--- src/rtl/scsi_ic_responder.sv ---
// scsi_ic_responder
//   Bus-accurate SCSI-IC stand-in for the DMA data port. It answers the DMA
//   state machine's DACK/RE/WE/SCSI_CS strobes and requests service on
//   CDREQ_. It acknowledges each cycle on CDSACK_ after WAIT_STATES idle
//   clocks. A small byte FIFO sits between the bus and a target-side stream
//   port: the port fills it when DMADIR=0 and drains it when DMADIR=1.
//
// Ports
//   CLK, nRESET             clock, asynchronous active-low reset
//   DMADIR                  0: SCSI->memory (bus reads), 1: memory->SCSI (bus writes)
//   DACK, SCSI_CS, RE, WE   initiator strobes (DMA / register cycle, read / write)
//   DIN / DOUT              byte from / to the initiator
//   CDREQ_, CDSACK_         active-low data request / cycle acknowledge
//   SRC_VALID/DATA/READY    target-side load port (bytes the initiator will read)
//   SNK_VALID/DATA/READY    target-side drain port (bytes the initiator wrote)
//   ERR                     sticky protocol-error flag, cleared only by reset
module scsi_ic_responder #(
  parameter int DEPTH       = 8,
  parameter int WAIT_STATES = 1
) (
  input  logic       CLK,
  input  logic       nRESET,
  input  logic       DMADIR,
  input  logic       DACK,
  input  logic       SCSI_CS,
  input  logic       RE,
  input  logic       WE,
  input  logic [7:0] DIN,
  output logic [7:0] DOUT,
  output logic       CDREQ_,
  output logic       CDSACK_,
  input  logic       SRC_VALID,
  input  logic [7:0] SRC_DATA,
  output logic       SRC_READY,
  output logic       SNK_VALID,
  output logic [7:0] SNK_DATA,
  input  logic       SNK_READY,
  output logic       ERR
);

  localparam int AW = $clog2(DEPTH);
  localparam int CW = AW + 1;
  localparam bit WS0 = (WAIT_STATES == 0);
  localparam logic [2:0] WS_INIT = (WAIT_STATES > 0) ? 3'(WAIT_STATES - 1) : 3'd0;

  localparam logic [1:0] S_IDLE    = 2'd0;
  localparam logic [1:0] S_WAIT    = 2'd1;
  localparam logic [1:0] S_ACK     = 2'd2;
  localparam logic [1:0] S_RELEASE = 2'd3;

  logic [1:0]    r_state;
  logic [2:0]    r_wcnt;
  logic          r_is_dma;
  logic          r_is_rd;
  logic          r_dmadir;
  logic          r_dack_s;
  logic          r_cs_s;
  logic          r_re_s;
  logic          r_we_s;
  logic          r_alive;
  logic [CW-1:0] r_count;
  logic [AW-1:0] r_wptr;
  logic [AW-1:0] r_rptr;
  logic [7:0]    r_mem [DEPTH];
  logic [7:0]    r_dout;
  logic          r_cdreq_n;
  logic          r_err;

  logic          w_idle;
  logic          w_any;
  logic          w_illegal;
  logic          w_start;
  logic          w_enter_ack;
  logic          w_a_dma;
  logic          w_a_rd;
  logic          w_a_dir;
  logic          w_empty;
  logic          w_full;
  logic          w_act_pop;
  logic          w_act_push;
  logic          w_src_ready;
  logic          w_snk_valid;
  logic          w_push;
  logic          w_pop;
  logic [7:0]    w_push_data;
  logic [7:0]    w_head;
  logic [4:0]    w_cnt5;
  logic          w_err_set;

  // Stage 0: strobe sampling. The FSM only ever looks at these registered copies.
  always_ff @(posedge CLK or negedge nRESET) begin
    if (!nRESET) begin
      r_dack_s <= 1'b0;
      r_cs_s   <= 1'b0;
      r_re_s   <= 1'b0;
      r_we_s   <= 1'b0;
      r_alive  <= 1'b0;
    end else begin
      r_dack_s <= DACK;
      r_cs_s   <= SCSI_CS;
      r_re_s   <= RE;
      r_we_s   <= WE;
      r_alive  <= 1'b1;
    end
  end

  assign w_idle    = (r_state == S_IDLE);
  assign w_any     = r_dack_s | r_cs_s | r_re_s | r_we_s;
  assign w_illegal = (r_dack_s & r_cs_s) | (r_re_s & r_we_s);
  assign w_start   = (r_dack_s ^ r_cs_s) & (r_re_s ^ r_we_s);

  // With zero wait states the data action happens on the same edge that
  // leaves IDLE, before the cycle attributes are latched, so take them live.
  assign w_enter_ack = (w_idle & w_start & WS0) | ((r_state == S_WAIT) & (r_wcnt == 3'd0));
  assign w_a_dma     = w_idle ? r_dack_s : r_is_dma;
  assign w_a_rd      = w_idle ? r_re_s   : r_is_rd;
  assign w_a_dir     = w_idle ? DMADIR   : r_dmadir;

  assign w_empty = (r_count == '0);
  assign w_full  = (r_count == CW'(DEPTH));
  assign w_head  = r_mem[r_rptr];
  assign w_cnt5  = 5'(r_count);

  assign w_act_pop  = w_enter_ack & w_a_dma &  w_a_rd & ~w_a_dir & ~w_empty;
  assign w_act_push = w_enter_ack & w_a_dma & ~w_a_rd &  w_a_dir & ~w_full;

  // A bus cycle uses the latched direction, so the stream port could own the
  // same FIFO end on that edge if DMADIR flipped mid-cycle; the bus wins.
  assign w_src_ready = r_alive & ~DMADIR & ~w_full  & ~w_act_push;
  assign w_snk_valid = r_alive &  DMADIR & ~w_empty & ~w_act_pop;

  assign w_push      = w_act_push | (SRC_VALID & w_src_ready);
  assign w_pop       = w_act_pop  | (w_snk_valid & SNK_READY);
  assign w_push_data = w_act_push ? DIN : SRC_DATA;

  assign w_err_set = (w_idle & w_illegal) |
                     (w_enter_ack & w_a_dma &
                      ((w_a_rd == w_a_dir) |
                       (w_a_rd & w_empty) |
                       (~w_a_rd & w_full)));

  // Stage 1: cycle FSM, FIFO bookkeeping and registered bus outputs.
  always_ff @(posedge CLK or negedge nRESET) begin
    if (!nRESET) begin
      r_state   <= S_IDLE;
      r_wcnt    <= 3'd0;
      r_is_dma  <= 1'b0;
      r_is_rd   <= 1'b0;
      r_dmadir  <= 1'b0;
      r_count   <= '0;
      r_wptr    <= '0;
      r_rptr    <= '0;
      r_dout    <= 8'h00;
      r_cdreq_n <= 1'b1;
      r_err     <= 1'b0;
    end else begin
      case (r_state)
        S_IDLE: begin
          if (w_start) begin
            r_is_dma <= r_dack_s;
            r_is_rd  <= r_re_s;
            r_dmadir <= DMADIR;
            r_wcnt   <= WS_INIT;
            r_state  <= WS0 ? S_ACK : S_WAIT;
          end
        end
        S_WAIT: begin
          if (r_wcnt == 3'd0) r_state <= S_ACK;
          else                r_wcnt  <= r_wcnt - 3'd1;
        end
        S_ACK:     r_state <= S_RELEASE;
        default: begin
          if (!w_any) r_state <= S_IDLE;
        end
      endcase

      if (w_enter_ack) begin
        if (w_a_dma) begin
          if (w_a_rd == w_a_dir) r_dout <= 8'h00;
          else if (w_a_rd)       r_dout <= w_empty ? 8'hFF : w_head;
        end else if (w_a_rd) begin
          r_dout <= {w_a_dir, 2'b00, w_cnt5};
        end
      end

      if (w_push) r_wptr <= r_wptr + AW'(1);
      if (w_pop)  r_rptr <= r_rptr + AW'(1);
      if (w_push & ~w_pop)      r_count <= r_count + CW'(1);
      else if (~w_push & w_pop) r_count <= r_count - CW'(1);

      if (w_err_set) r_err <= 1'b1;

      // Request only from a quiet IDLE; evaluated from pre-edge state, so a
      // new strobe or a count change shows up one clock later.
      r_cdreq_n <= ~(w_idle & ~w_any & (DMADIR ? ~w_full : ~w_empty));
    end
  end

  // FIFO storage carries no reset; occupancy is tracked by the pointers.
  always_ff @(posedge CLK) begin
    if (w_push) r_mem[r_wptr] <= w_push_data;
  end

  assign DOUT      = r_dout;
  assign CDREQ_    = r_cdreq_n;
  assign CDSACK_   = ~((r_state == S_ACK) | (r_state == S_RELEASE));
  assign SRC_READY = w_src_ready;
  assign SNK_VALID = w_snk_valid;
  assign SNK_DATA  = (r_alive & ~w_empty) ? w_head : 8'h00;
  assign ERR       = r_err;

endmodule
--- config.mk ---
export PLATFORM = sky130hd
export DESIGN_NAME = scsi_ic_responder
export DESIGN_NICKNAME = d
export VERILOG_FILES = /design/src/rtl/scsi_ic_responder.sv
export SDC_FILE = /design/constraint.sdc
export NUM_CORES = 1
export LEC_CHECK = 0
export ABC_AREA = 1
export CAP_MARGIN = 20
export CORE_MARGIN = 2
export CORE_UTILIZATION = 40
export DETAILED_ROUTE_END_ITERATION = 8
export GPL_ROUTABILITY_DRIVEN = 0
export MAX_ROUTING_LAYER = met4
export PLACE_DENSITY = 0.66
export SLEW_MARGIN = 10
export SYNTH_ARGS = -nofsm -noshare
export SYNTH_HDL_FRONTEND = slang
export SYNTH_SLANG_ARGS = --single-unit
--- constraint.sdc ---
create_clock -name CLK -period 7.8 [get_ports CLK]
set_clock_uncertainty 0.1 [all_clocks]
set_input_delay 1.17 -clock CLK [delete_from_list [all_inputs] [get_ports CLK]]
set_output_delay 1.17 -clock CLK [all_outputs]
set_load 0.01 [all_outputs]
==> impl_results.md <==
* Status: completed
* DR iter-0 viols at 174
* Layout cells sized above 1 at 6.757%
* Clock power share at 24.3%
* CP Class: in2out
* Int Pwr at 1.218 mW
* Most frequent cells in the layout: nand2_1 (112), edfxtp_1 (64), nor2_1 (61)
* F_max at ~230 MHz
* Initial Util at ~40%
* Clk slew on worst S/H paths at about 70 ps
* Total track usage at approximately 18%
* Detailed placement HPWL at ~7000 µm
* Flops & latches, synth at 97
* Period utilisation layout at ~57%
* Seq/Total Area, Yosys at roughly three fifths
* Vias in the first global route at around 3.2k
* Min Tclk post-route at roughly 4400 ps
* Psw at 750.5 µW
* Wire per inst at about 15 µm
* Die area at 12370 µm²
* Syn Area/Cell at 9.802 µm²
* DRT Pass-1 Iters at 4
* Critical path capture point type: output pin
* Clock Tree Buf Depth at 2
* Boundary Pins at 46
* Hold violation count in the final report at 0
* Seq pwr share at 36.9%
* Core Rows at 39
* Area grow syn2layout at 19.30%
* Fillers at 1035
* First-pass GRT wire length at between 15000 and 20000 µm
* Warnings, synthesis at 0
* Final setup TNS at 0 ps
* Cells after Synth at about 470
* Die H at ~110 µm
* N_diodes at 0
* Core ar. at between 10000 and 15000 µm²
* Commonest non-fill, non-tap cell in the layout: nand2_1
* Slew HR at 35.85%
* Final WL at about 10000 µm
* Hold buffer count at cts at 0
* Final Setup Violations at 0
* Synth cell types at 37
* Total gr overflow at 0
* Hold Crit Class: reg2reg
* Root buf cell: clkbuf_16
* Worst Max-Slew Pin Slew at ~960 ps
* Vias at ~3.3k
* H-tree Lvls at 3
* Die Wd at 111.2 µm
* Sw Share at about two fifths
* Async set-reset flop share out of synthesis at around a third
* Comb power frac at 38.9%
* Total setup buffers inserted after CTS at 0
* Pwr/cell area at 359.0 nW/µm²
* Core Util, Final at 48.44%
* Max-cap violations at 0
* DRC viols at 0
* RSZ-0062 raised after global routing: no
* CTS tree: yes
* Clock Sinks at 97
* Post-synth EDFFs at 64
* Final slew viol count at 0
* Avg Vias per Cell at between 4 and 5
* Worst EP required at between 6000 and 7000 ps
* Crit-path max FO at 11
* Syn Nets at about 500
* Post_cts resized at 0
* Initial antenna violation count at 0
* Arr. time, crit path at around 3200 ps
* CP startpoint kind: input port
* Post-route ant nets at 0
* Clock latency at the later pin of the worst-skew pair at 340 ps
* Port Buffer Count at 45
* CTS Buf Count at 9
* P_leak at between 2 and 2.5 nW
* Largest net degree at the start of global routing at 36
* Top FF cell, synth: edfxtp_1
* Peak supply drop at about 0.15 mV
* Nets at between 500 and 600
* Post-synthesis cell area at ~4600 µm²
## power groups by stage
stage | sequential (mW) | clock [mW] | combinational (mW)
after floorplan | 0.704 | 0 | 0.539
after global placement | 0.732 | 0 | 0.745
after detailed placement | 0.736 | 0 | 0.769
after CTS | 0.726 | 0.486 | 0.775
after global routing | 0.740 | 0.511 | 0.868
final | 0.726 | 0.478 | 0.765
## routing by layer
layer | wire (µm) | track usage, %
met1 | 4691 | 23.85
met2 | 4935 | 28.46
met3 | 384 | 3.062
met4 | 165 | 5.679
met5 | 0 | -
## flip-flops by register name, indices dropped and copies added (netlist names)
| register | count |
|---|---|
| CDREQ_ | 1 |
| r_is_rd | 1 |
| r_count | 4 |
| r_wptr | 3 |
| r_we_s | 1 |
| r_mem | 64 |
| r_dack_s | 1 |
| r_re_s | 1 |
| r_cs_s | 1 |
| ERR | 1 |
| r_state | 2 |
| r_dmadir | 1 |
| r_alive | 1 |
| r_wcnt | 3 |
| DOUT | 8 |
| r_rptr | 3 |
| r_is_dma | 1 |
## Yosys cell counts, drive strengths merged (2+ instances only)
| cell type | count | area [µm²] |
|---|---|---|
| clkbuf | 2 | 7.510 |
| inv | 55 | 209.0 |
| a21oi | 10 | 50.05 |
| ha | 16 | 200.2 |
| xor2 | 2 | 17.52 |
| o211ai | 10 | 75.07 |
| nand2 | 118 | 462.9 |
| o21ai | 39 | 217.7 |
| nor2 | 62 | 240.2 |
| nand3 | 30 | 160.2 |
| clkinv | 2 | 20.02 |
| buf | 12 | 75.07 |
| edfxtp | 64 | 1922 |
| dfrtp | 32 | 800.8 |
| nand3b | 2 | 15.01 |
| o22ai | 2 | 12.51 |
| xnor2 | 2 | 17.52 |
## cell type report
cell class / instances / area, µm² / share of cell area (%)
multi-input combinational: 301 / 1536 / 28.02
clock buffer: 9 / 225.2 / 4.107
inverter: 57 / 229.0 / 4.175
timing repair buffer: 47 / 465.4 / 8.487
clock inverter: 7 / 100.1 / 1.825
sequential: 97 / 2749 / 50.13
tap: 143 / 178.9 / 3.263
## worst max-delay path, stage by stage
cell	delay (ps)
clkdlybuf4s50_1	520
inv_1	100
nand2_1	60
o21ai_1	90
nor2_1	140
nand3_2	350
clkinv_8	180
nor2_1	60
clkdlybuf4s50_1	470
## metrics by stage
stage | hold slack (ps) | setup slack, ps | area [µm²] | std cells | total power [mW]
finish | 392.5 | 3373 | 5484 | 661 | 1.969
global route | 422.8 | 3167 | 5484 | 661 | 2.119
CTS | 400.6 | 3356 | 5484 | 661 | 1.987
detailed placement | 382.1 | 3361 | 5159 | 645 | 1.505
global placement | 373.4 | 3399 | 5159 | 645 | 1.478
floorplan | 353.0 | 4565 | 4597 | 469 | 1.243
## logic make-up after synthesis
family	count (synthesis)	synth area share (%)
adders and majority gates	17	4.790
and+or+nand+nor	216	19.73
other	1	0.08158
buffers and inverters	71	6.778
DFF	97	59.80
xor gates and xnor gates	4	0.7623
AOI/OAI and AO/OA	63	8.057
## final timing paths
| path | startpoint | endpoint | slack [ps] | cells after the start |
|---|---|---|---|---|
| min | DOUT[4]$_DFFE_PN0P_ | DOUT[4]$_DFFE_PN0P_ | 390 | 2 |
| min reg2reg | DOUT[4]$_DFFE_PN0P_ | DOUT[4]$_DFFE_PN0P_ | 390 | 2 |
| max in group asynchronous | nRESET | CDREQ_$_DFF_PN1_ | 6150 | 2 |
| min in group asynchronous | nRESET | r_state[1]$_DFFE_PN0P_ | 1130 | 2 |
| max | DMADIR | SRC_READY | 3370 | 9 |
| max reg2reg | r_state[0]$_DFFE_PN0P_ | r_count[3]$_DFFE_PN0P_ | 4300 | 16 |
No activity file was read; power rests on OpenSTA's default activity.
